==> src/rtl/path_replayer_pkg.sv <==
// Shared constants for the maze path replayer: direction encoding,
// FSM state encoding and default widths.
package path_replayer_pkg;

    localparam int unsigned DEFAULT_COORD_W = 4;
    localparam int unsigned DEFAULT_CNT_W   = 5;
    localparam int unsigned DIR_W           = 2;
    localparam int unsigned STATE_W         = 2;

    // Move encoding as pushed by the solver
    localparam logic [DIR_W-1:0] DIR_RIGHT = 2'b00;
    localparam logic [DIR_W-1:0] DIR_DOWN  = 2'b01;
    localparam logic [DIR_W-1:0] DIR_LEFT  = 2'b10;
    localparam logic [DIR_W-1:0] DIR_UP    = 2'b11;

    localparam logic [STATE_W-1:0] IDLE = 2'd0;
    localparam logic [STATE_W-1:0] RUN  = 2'd1;
    localparam logic [STATE_W-1:0] FIN  = 2'd2;

endpackage

==> src/rtl/path_replayer_dir_undo.sv <==
// Combinational inverse of one solver move: returns the cell the move came from.
module dir_undo
    import path_replayer_pkg::*;
#(
    parameter int unsigned COORD_W = DEFAULT_COORD_W
) (
    input  logic [COORD_W-1:0] x,
    input  logic [COORD_W-1:0] y,
    input  logic [DIR_W-1:0]   dir,
    output logic [COORD_W-1:0] prev_x,
    output logic [COORD_W-1:0] prev_y
);

    // Coordinates wrap modulo the grid size
    always_comb begin
        prev_x = x;
        prev_y = y;
        case (dir)
            DIR_RIGHT: prev_x = x - COORD_W'(1);
            DIR_DOWN:  prev_y = y - COORD_W'(1);
            DIR_LEFT:  prev_x = x + COORD_W'(1);
            DIR_UP:    prev_y = y + COORD_W'(1);
        endcase
    end

endmodule

==> src/rtl/path_replayer.sv <==
// Drains the solver's direction stack after the goal is reached and streams
// the visited cells, goal first, over a valid/ready interface.
module path_replayer
    import path_replayer_pkg::*;
#(
    parameter int unsigned COORD_W = DEFAULT_COORD_W,
    parameter int unsigned CNT_W   = DEFAULT_CNT_W
) (
    input  logic               clk,
    input  logic               rst,
    input  logic               start,
    input  logic [COORD_W-1:0] goal_x,
    input  logic [COORD_W-1:0] goal_y,
    input  logic [1:0]         stack_data,
    input  logic               stack_empty,
    output logic               stack_pop,
    output logic [COORD_W-1:0] x_out,
    output logic [COORD_W-1:0] y_out,
    output logic               out_valid,
    input  logic               out_ready,
    output logic               busy,
    output logic               done,
    output logic [CNT_W-1:0]   steps
);

    logic [STATE_W-1:0] state;
    logic [STATE_W-1:0] state_nxt;
    logic [COORD_W-1:0] x_nxt;
    logic [COORD_W-1:0] y_nxt;
    logic [COORD_W-1:0] undo_x;
    logic [COORD_W-1:0] undo_y;
    logic [CNT_W-1:0]   steps_nxt;
    logic               out_valid_nxt;
    logic               busy_nxt;
    logic               done_nxt;
    logic               slot_free;

    dir_undo #(.COORD_W(COORD_W)) u_dir_undo (
        .x      (x_out),
        .y      (y_out),
        .dir    (stack_data),
        .prev_x (undo_x),
        .prev_y (undo_y)
    );

    always_ff @(posedge clk) begin
        if (rst) begin
            state <= IDLE;
        end else begin
            state <= state_nxt;
        end
    end

    // Next state, next outputs and the combinational pop strobe
    always_comb begin
        state_nxt     = state;
        x_nxt         = x_out;
        y_nxt         = y_out;
        out_valid_nxt = out_valid;
        steps_nxt     = steps;
        stack_pop     = 1'b0;
        slot_free     = !out_valid || out_ready;
        case (state)
            IDLE: begin
                if (start) begin
                    x_nxt         = goal_x;
                    y_nxt         = goal_y;
                    out_valid_nxt = 1'b1;
                    steps_nxt     = '0;
                    state_nxt     = RUN;
                end
            end
            RUN: begin
                if (slot_free) begin
                    if (!stack_empty) begin
                        stack_pop     = 1'b1;
                        x_nxt         = undo_x;
                        y_nxt         = undo_y;
                        out_valid_nxt = 1'b1;
                        steps_nxt     = steps + CNT_W'(1);
                    end else begin
                        out_valid_nxt = 1'b0;
                        state_nxt     = FIN;
                    end
                end
            end
            FIN: begin
                state_nxt = IDLE;
            end
            default: begin
                state_nxt = IDLE;
            end
        endcase
        busy_nxt = (state_nxt != IDLE);
        done_nxt = (state_nxt == FIN);
    end

    always_ff @(posedge clk) begin
        if (rst) begin
            x_out     <= '0;
            y_out     <= '0;
            out_valid <= 1'b0;
            busy      <= 1'b0;
            done      <= 1'b0;
            steps     <= '0;
        end else begin
            x_out     <= x_nxt;
            y_out     <= y_nxt;
            out_valid <= out_valid_nxt;
            busy      <= busy_nxt;
            done      <= done_nxt;
            steps     <= steps_nxt;
        end
    end

endmodule
==> config.mk <==
export PLATFORM = sky130hd
export DESIGN_NAME = path_replayer
export DESIGN_NICKNAME = d
export VERILOG_FILES = /design/src/rtl/path_replayer_pkg.sv /design/src/rtl/path_replayer_dir_undo.sv /design/src/rtl/path_replayer.sv
export SDC_FILE = /design/constraint.sdc
export NUM_CORES = 1
export LEC_CHECK = 0
export BUFFER_PORTS_ARGS = -buffer_cell sky130_fd_sc_hd__clkbuf_2
export CAP_MARGIN = 20
export CORE_ASPECT_RATIO = 0.7
export CORE_MARGIN = 2
export CORE_UTILIZATION = 35
export CTS_CLUSTER_DIAMETER = 200
export DETAILED_ROUTE_END_ITERATION = 10
export PLACE_DENSITY = 0.66
export SYNTH_ARGS = -nofsm -noshare
export SYNTH_HDL_FRONTEND = slang
export SYNTH_SLANG_ARGS = --single-unit
==> constraint.sdc <==
create_clock -name clk -period 2 [get_ports clk]
set_clock_uncertainty 0.15 [all_clocks]
set_input_delay 0.3 -clock clk [delete_from_list [all_inputs] [get_ports clk]]
set_output_delay 0.3 -clock clk [all_outputs]
set_load 0.01 [all_outputs]
Word level (Yosys, flattened, before mapping)
Cells that the tools add are included.
{"block": "word_totals", "reg_bits": 18, "wordCells": 56, "input_bits": 15, "out_inout_bits": 17}
{"block": "op_classes", "mux": 24, "n_eq_ne": 10, "n_addsub": 5, "n_reduce_logical": 10}
{"cell": "case mux 4 bit (2 select lines)", "count": 4}
{"cell": "two-way mux 4 bit", "count": 6}
{"cell": "two-way mux 5 bit", "count": 3}
{"cell": "case mux 5 bit (2 select lines)", "count": 1}
{"cell": "AND reduction 5 bit", "count": 2}
{"cell": "adder 4 x 1 -> 4 bit, second input constant", "count": 2}
{"cell": "subtractor 4 x 1 -> 4 bit, second input constant", "count": 2}
{"cell": "equality test 2 bit, second input constant", "count": 3}
{"cell": "two-way mux 2 bit", "count": 3}
{"cell": "!= test 2 bit, second input constant", "count": 3}
{"cell": "!= test 3 x 1 -> 1 bit, second input constant", "count": 2}
{"cell": "adder 5 x 1 -> 5 bit, second input constant", "count": 1}
{"cell": "two-way mux 1 bit", "count": 5}
{"cell": "equality test 2 x 1 -> 1 bit, second input constant", "count": 2}
{"cell": "zero test 2 bit", "count": 2}
{"cell": "case mux 2 bit (2 select lines)", "count": 1}
{"cell": "AND reduction 4 bit", "count": 1}
{"cell": "nonzero test 2 bit", "count": 2}
{"cell": "AND reduction 3 bit", "count": 1}
{"cell": "case mux 1 bit (2 select lines)", "count": 1}
{"cell": "zero test 1 bit", "count": 1}
{"cell": "logical OR 1 bit", "count": 1}

Logic depth before layout (Yosys ltp)
Gate-level depths: netlist of the first run.
{"block": "depth", "depth_word": 5, "depth_mapped": 7, "mapped_depth_nobuf": 7}

Hierarchy
From an unflattened synthesis of the first run, not the netlist that was laid out.
{"block": "unflattened", "hier_cells": 138, "area_unflattened_um2": 1300.0}
{"module": "path_replayer", "seq_area_each_um2": 360.3, "n_inst": 1, "area_each_um2": 918.4, "cells_per_inst": 92}
{"module": "dir_undo", "seq_area_each_um2": 0.0, "n_inst": 1, "area_each_um2": 381.6, "cells_per_inst": 46}

Worst setup path before layout of the first run
OpenSTA, ideal clock, no wires.
{"block": "synth_path", "path_type": "input to register", "start": "input stack_data[0]", "end": "register y_out[3]", "stages": 7, "setup_slack_ps": 341, "n_path_buf": 0, "setup_ps": 91, "required_time_ps": 1759, "arrival_ps": 1418, "cell_sequence": "nand2_1 ha_1 a21o_1 a21oi_1 xnor2_1 nand2_1 a311oi_1"}
{"block": "synth_via", "elab_chain_len": 5, "word_cells_on_any_way": 8, "cone_classes": "eq/ne: 3; mux: 4; reduce/logical: 1"}
{"element": "start: declaration", "line": "path_replayer.sv:14", "source": "input logic [1:0] stack_data,"}
{"element": "equality test 2 bit / equality test 2 x 1 -> 1 bit (equally long branches)", "line": "path_replayer_dir_undo.sv:18", "source": "case (dir)"}
{"element": "case mux 4 bit (2 select lines)", "line": "path_replayer_dir_undo.sv:18"}
{"element": "two-way mux 4 bit", "line": "path_replayer.sv:75", "source": "if (!stack_empty) begin"}
{"element": "two-way mux 4 bit", "line": "path_replayer.sv:74", "source": "if (slot_free) begin"}
{"element": "case mux 4 bit (2 select lines)", "line": "path_replayer.sv:63", "source": "case (state)"}
{"element": "end signal: assignment", "line": "path_replayer.sv:108", "source": "y_out <= y_nxt;"}
{"element": "end: declaration", "line": "path_replayer.sv:18", "source": "output logic [COORD_W-1:0] y_out,"}
Parallel ways exist; a longest one is shown, timed or not. The select of a mux whose other input is x is not followed.
A chain may end at the register's enable or synchronous reset.

Worst setup path after layout of the first run
{"block": "layout_path", "start": "register state[0]", "end": "output stack_pop"}
{"block": "layout_via", "elab_chain_len": 2}
{"element": "start: declaration", "line": "path_replayer.sv:26", "source": "logic [STATE_W-1:0] state;"}
{"element": "start signal: assignment", "line": "path_replayer.sv:50", "source": "state <= state_nxt;"}
{"element": "equality test 2 x 1 -> 1 bit", "line": "path_replayer.sv:63"}
{"element": "two-way mux 1 bit", "line": "path_replayer.sv:63"}
{"element": "end: declaration", "line": "path_replayer.sv:16", "source": "output logic stack_pop,"}
No other way between the ends.

==> results of run 1 <==
layout make-up:
| cell class | count | area (µm²) | area share (%) |
|---|---|---|---|
| sequential | 18 | 360 | 28.5 |
| tap | 36 | 45.0 | 3.57 |
| inverter | 1 | 3.75 | 0.297 |
| clock buffer | 3 | 41.3 | 3.27 |
| multi-input combinational | 94 | 634 | 50.2 |
| timing repair buffer | 34 | 178 | 14.1 |
cell usage after synthesis, drive strengths merged:
master	count
xor2	1
xnor2	6
clkbuf	1
nor3	5
nand2	11
nand4	2
a311oi	6
or3	1
o21ai	5
nor2	15
nand2b	6
and2	1
nand3	4
nor2b	4
dfxtp	18
a21oi	10
ha	5
buf	2
a21o	1
mux2i	3
nor3b	1
fa	2
a31oi	1
or2	2
nand3b	1
o22a	1
inv	1
routing by layer:
layer	part of all wire, %	routed length [µm]
met2	43	1090
met1	47	1190
met4	0.39	10
met5	0	0
met3	9.5	240
logic make-up after synthesis:
family	count (synthesis)	synth area share [%]
XOR/XNOR	7	6.03
buffers and inverters	4	2.59
adder cells (fa/ha/maj)	7	10.1
multiplexers	3	2.96
AND/OR/NAND/NOR	53	26.6
flip-flops	18	35.5
AO/OA/AOI/OAI	24	16.3
per-stage QoR:
step,power (mW),area (µm²),cells,setup slack (ns)
floorplan,0.589,1020,116,0.341
global placement,0.657,1220,183,0.144
detailed placement,0.668,1220,183,0.0103
CTS,0.922,1260,186,0.0608
global route,0.976,1260,186,0.0294
finish,0.919,1260,186,0.111
how the worst min path moves through the flow:
stage / slack (ns) / depth (start not counted) / from / end
after floorplan: 0.22 / 1 / rst / x_out[3]$_SDFFE_PP0P_
after global placement: 0.31 / 2 / steps[4]$_SDFFE_PP0P_ / steps[4]$_SDFFE_PP0P_
after detailed placement: 0.33 / 2 / steps[4]$_SDFFE_PP0P_ / steps[4]$_SDFFE_PP0P_
after CTS: 0.14 / 2 / out_ready / out_valid$_SDFFE_PP0P_
after global routing: 0.15 / 3 / goal_x[1] / x_out[1]$_SDFFE_PP0P_
final: 0.13 / 2 / out_ready / out_valid$_SDFFE_PP0P_
registers in the layout, summed over array words and instances, names as in the netlist:
register,count
x_out,4
state,2
y_out,4
steps,5
out_valid,1
done,1
busy,1
critical path, cell delays in order (launching register included):
cell and delay (ns):
dfxtp_1 0.42, nand2b_1 0.28, nor3_2 0.31, clkbuf_2 0.18
power breakdown:
group / leakage [nW] / total (mW) / switching, mW / internal (mW)
Clock: 0.0216 / 0.257 / 0.123 / 0.134
Combinational: 0.382 / 0.248 / 0.134 / 0.114
Sequential: 0.148 / 0.414 / 0.0289 / 0.385
Total: 0.551 / 0.919 / 0.286 / 0.633
what timing repair did:
item | in CTS | in global routing
resized for setup | 0 | 1
setup buffers | 0 | 0
setup endpoints to repair | 0 | 1
cells in the final DEF, fill, tap and decap left out, drive strengths merged, types with 5 or more instances in the layout:
cell type  count
a21oi         10
a311oi         6
clkbuf        34
dfxtp         18
ha             5
nand2         11
nand2b         6
nor2          15
nor3           5
o21ai          5
xnor2          6
==> results.json, run 1 <==
{
  "drive_gt1_share_pct": 30.0,
  "maxSlewViolCount": 0,
  "rrSetupSlack_ns": 0.26,
  "synth.yosys.warnings": 0,
  "outcome": "completed",
  "ir_drop_mv": 0.450,
  "io_pins": 32,
  "start_util_pct": 36.5,
  "met1_usage_pct": 24.5,
  "drc": 0,
  "grt_usage_pct": 16.0,
  "ant_nets": 0,
  "antenna_found_initial": 0,
  "synth.area.top_cells": "dfxtp_1, ha_1, xnor2_1, a21oi_1, nor2_1",
  "fillers": 284,
  "dieArea_um2": 3360,
  "cts_tree": "yes",
  "whs_ns": 0.133,
  "met3_usage_pct": 6.24,
  "nNetsFinal": 174,
  "num_vias": 954,
  "diodes": 0,
  "core_um2": 2780,
  "drt-initial-drc-count": 21,
  "crit_start": "state[0]$_SDFF_PP0_",
  "yosys.area.top_type": "dfxtp_1",
  "place.gp.congestion": 0.862,
  "num_rows": 16,
  "syn_area_um2": 1020,
  "clkTransAtPathRegs_ns": 0.07,
  "h-tree-depth": 1,
  "syn_to_final_growth_pct": 24.3,
  "grt_pass1_vias": 916,
  "rr_endpoint": "y_out[3]$_SDFFE_PP0P_",
  "rsz0062_at_grt": "false",
  "cts.sinks": 18,
  "grt_max_degree": 16,
  "min_period_over_period_pct": 94.4,
  "ys_types": 31,
  "gr-usage-met2_pct": 22.0,
  "hold_viol_final": 0,
  "fin_crit_ns": 1.89,
  "fmax_mhz": 529,
  "routed_via_density": 5.13,
  "arrival_ns": 1.44,
  "wl_per_cell_um": 13.6,
  "p_leak_nw": 0.551,
  "drtPass1Iterations": 4,
  "timing.rr.start": "y_out[1]$_SDFFE_PP0P_",
  "grt_pass1_wl_mm": 4.09,
  "worstSetupEndpoint": "stack_pop",
  "die_h_um": 49.1,
  "synth_fp_nets": 138,
  "critPathRequiredTime_ns": 1.55,
  "overflow": 0,
  "ys_ff_latch": 18,
  "worstPathMaxFanout": 10,
  "powerDensity_nw_per_um2": 728,
  "maxCapViolCount": 0,
  "syn_area_per_cell_um2": 8.76,
  "seq_area_frac_synth_pct": 35.5,
  "path_class": "flop to output port",
  "hpwl_mm": 2.00,
  "wirelength_mm": 2.54,
  "syn_inst": 116,
  "grt-busiest-layer": "met1",
  "end_kind": "output port",
  "clock_path_buffers": 2,
  "maxSlewHeadroom_pct": 67.3,
  "numCtsBuffers": 3,
  "clockRootBuffer": "clkbuf_8",
  "r2r_cells": 6,
  "setup_violations": 0,
  "crit_path_start_kind": "flop",
  "hold_path.class": "input pin to flop",
  "insertion_delay_ns": 0.25,
  "setup_tns_ns": 0,
  "synth.top_cell.area_share_pct": 35.5,
  "utilization_pct": 45.4,
  "postCtsHoldBufs": 0,
  "tightest_slew_ns": 0.491,
  "die_x_um": 68.4,
  "port_buffers": 31
}
(Power assumes the default switching activity.)
==> inputs of run 2 (changes only) <==
CORE_UTILIZATION = 49   (was 35)
PLACE_DENSITY = 0.85   (was 0.66)
==> run 2 against run 1 <==
Die area fell by 27%. Largest cell class unchanged. Final cell count fell by 7.5%. Highest routed layer unchanged. Maximum frequency rose by 1.9%.
==> results.json, run 2 (synthesis results as in run 1) <==
{
  "outcome": "completed",
  "maxCapViolCount": 0,
  "p_leak_nw": 0.545,
  "grt_pass1_wl_mm": 3.95,
  "reg_top3": "steps: 5 flops, x_out: 4 flops, y_out: 4 flops",
  "num_vias": 963,
  "worstPathMaxFanout": 12,
  "end_kind": "output port",
  "die_h_um": 42.1,
  "min_period_over_period_pct": 92.7,
  "routed_via_density": 5.60,
  "postCtsHoldBufs": 0,
  "drc": 0,
  "start_util_pct": 53.4,
  "numPlacedInstances": 168,
  "hold_viol_final": 0,
  "wl_per_cell_um": 13.3,
  "core_um2": 1900,
  "diodes": 0,
  "setup_violations": 0,
  "tightest_slew_ns": 0.446,
  "port_buffers": 31,
  "antenna_found_initial": 0,
  "die_x_um": 58.4,
  "dieArea_um2": 2460,
  "numCtsBuffers": 3,
  "setup_tns_ns": 0,
  "cts_resized": 0,
  "crit_path_start_kind": "flop",
  "nNetsFinal": 173,
  "grt_pass1_vias": 924,
  "drt-initial-drc-count": 28,
  "drive_gt1_share_pct": 30.0,
  "path_class": "flop to output port",
  "fmax_mhz": 540,
  "post_cts.repair.setup_buffers": 0,
  "num_rows": 13,
  "arrival_ns": 1.40,
  "top_register": "steps",
  "clock_path_buffers": 2,
  "final_cells": 172,
  "place.gp.congestion": 0.817,
  "io_pins": 32,
  "cts_tree": "yes",
  "syn_to_final_growth_pct": 21.1,
  "overflow": 0,
  "fin_crit_ns": 1.85,
  "drtPass1Iterations": 4,
  "ir_drop_mv": 0.580,
  "layout_common_cells": "clkbuf_2, dfxtp_1, nor2_1",
  "rsz0062_at_grt": "false",
  "clkTransAtPathRegs_ns": 0.10,
  "clockRootBuffer": "clkbuf_4",
  "powerDensity_nw_per_um2": 714,
  "critPathRequiredTime_ns": 1.55,
  "grt_usage_pct": 20.6,
  "wirelength_mm": 2.29,
  "h-tree-depth": 1,
  "cts.sinks": 18,
  "hpwl_mm": 1.79,
  "largest_register_ffs": 5,
  "maxSlewViolCount": 0,
  "grt_max_degree": 16,
  "ant_nets": 0,
  "final_common_cell": "clkbuf_2",
  "insertion_delay_ns": 0.29,
  "maxSlewHeadroom_pct": 70.2,
  "hold_path.class": "input pin to flop"
}
[run 2: cell types whose count changed in the layout (fill, tap and decap cells not counted), sizes merged]
cell / change
buf: -1
clkbuf: +1
[run 2: final timing paths]
kind,startpoint,endpoint,slack [ns],cells after the start
setup / recovery,state[0]$_SDFF_PP0_,stack_pop,0.15,3
hold reg to reg,steps[4]$_SDFFE_PP0P_,steps[4]$_SDFFE_PP0P_,0.34,2
setup reg to reg,y_out[1]$_SDFFE_PP0P_,y_out[3]$_SDFFE_PP0P_,0.25,6
hold / removal,out_ready,out_valid$_SDFFE_PP0P_,0.09,2
[run 2: worst max-delay path, cell delays in order, from the launching register on]
cell      delay (ns)
dfxtp_1         0.45
nand2b_2        0.21
nor3_1          0.27
clkbuf_2        0.18
[run 2: where the power goes]
part | total, mW | switching [mW] | internal (mW)
Clock | 0.220 | 0.109 | 0.111
Combinational | 0.243 | 0.130 | 0.113
Sequential | 0.415 | 0.0302 | 0.385
Total | 0.878 | 0.269 | 0.608
[run 2: metal layers]
layer / vias up / routed length (µm) / GRT usage (%)
met5: - / 0 / 0
met3: 2 / 151 / 6.79
met1: 447 / 997 / 27.6
li1: 480 / - / -
met2: 34 / 1130 / 32.1
met4: 0 / 12 / 4.19
[run 2: per-stage QoR]
stage | cell area (µm²) | worst slack [ns] | total power, mW | hold WS (ns) | util (%)
floorplan | 1020 | 0.341 | 0.589 | 0.218 | -
global placement | 1190 | 0.154 | 0.652 | 0.317 | 62.6
detailed placement | 1190 | 0.0376 | 0.664 | 0.326 | 62.6
CTS | 1230 | 0.0176 | 0.885 | 0.0884 | 64.5
global route | 1230 | 0.0604 | 0.939 | 0.0985 | 64.6
finish | 1230 | 0.147 | 0.878 | 0.0948 | 64.6
[run 2: final cells by class]
cell class,instances,area [µm²]
sequential,18,360
tap,22,27.5
timing repair buffer,33,170
inverter,1,3.75
multi-input combinational,94,632
fill,169,673
clock buffer,4,36.3
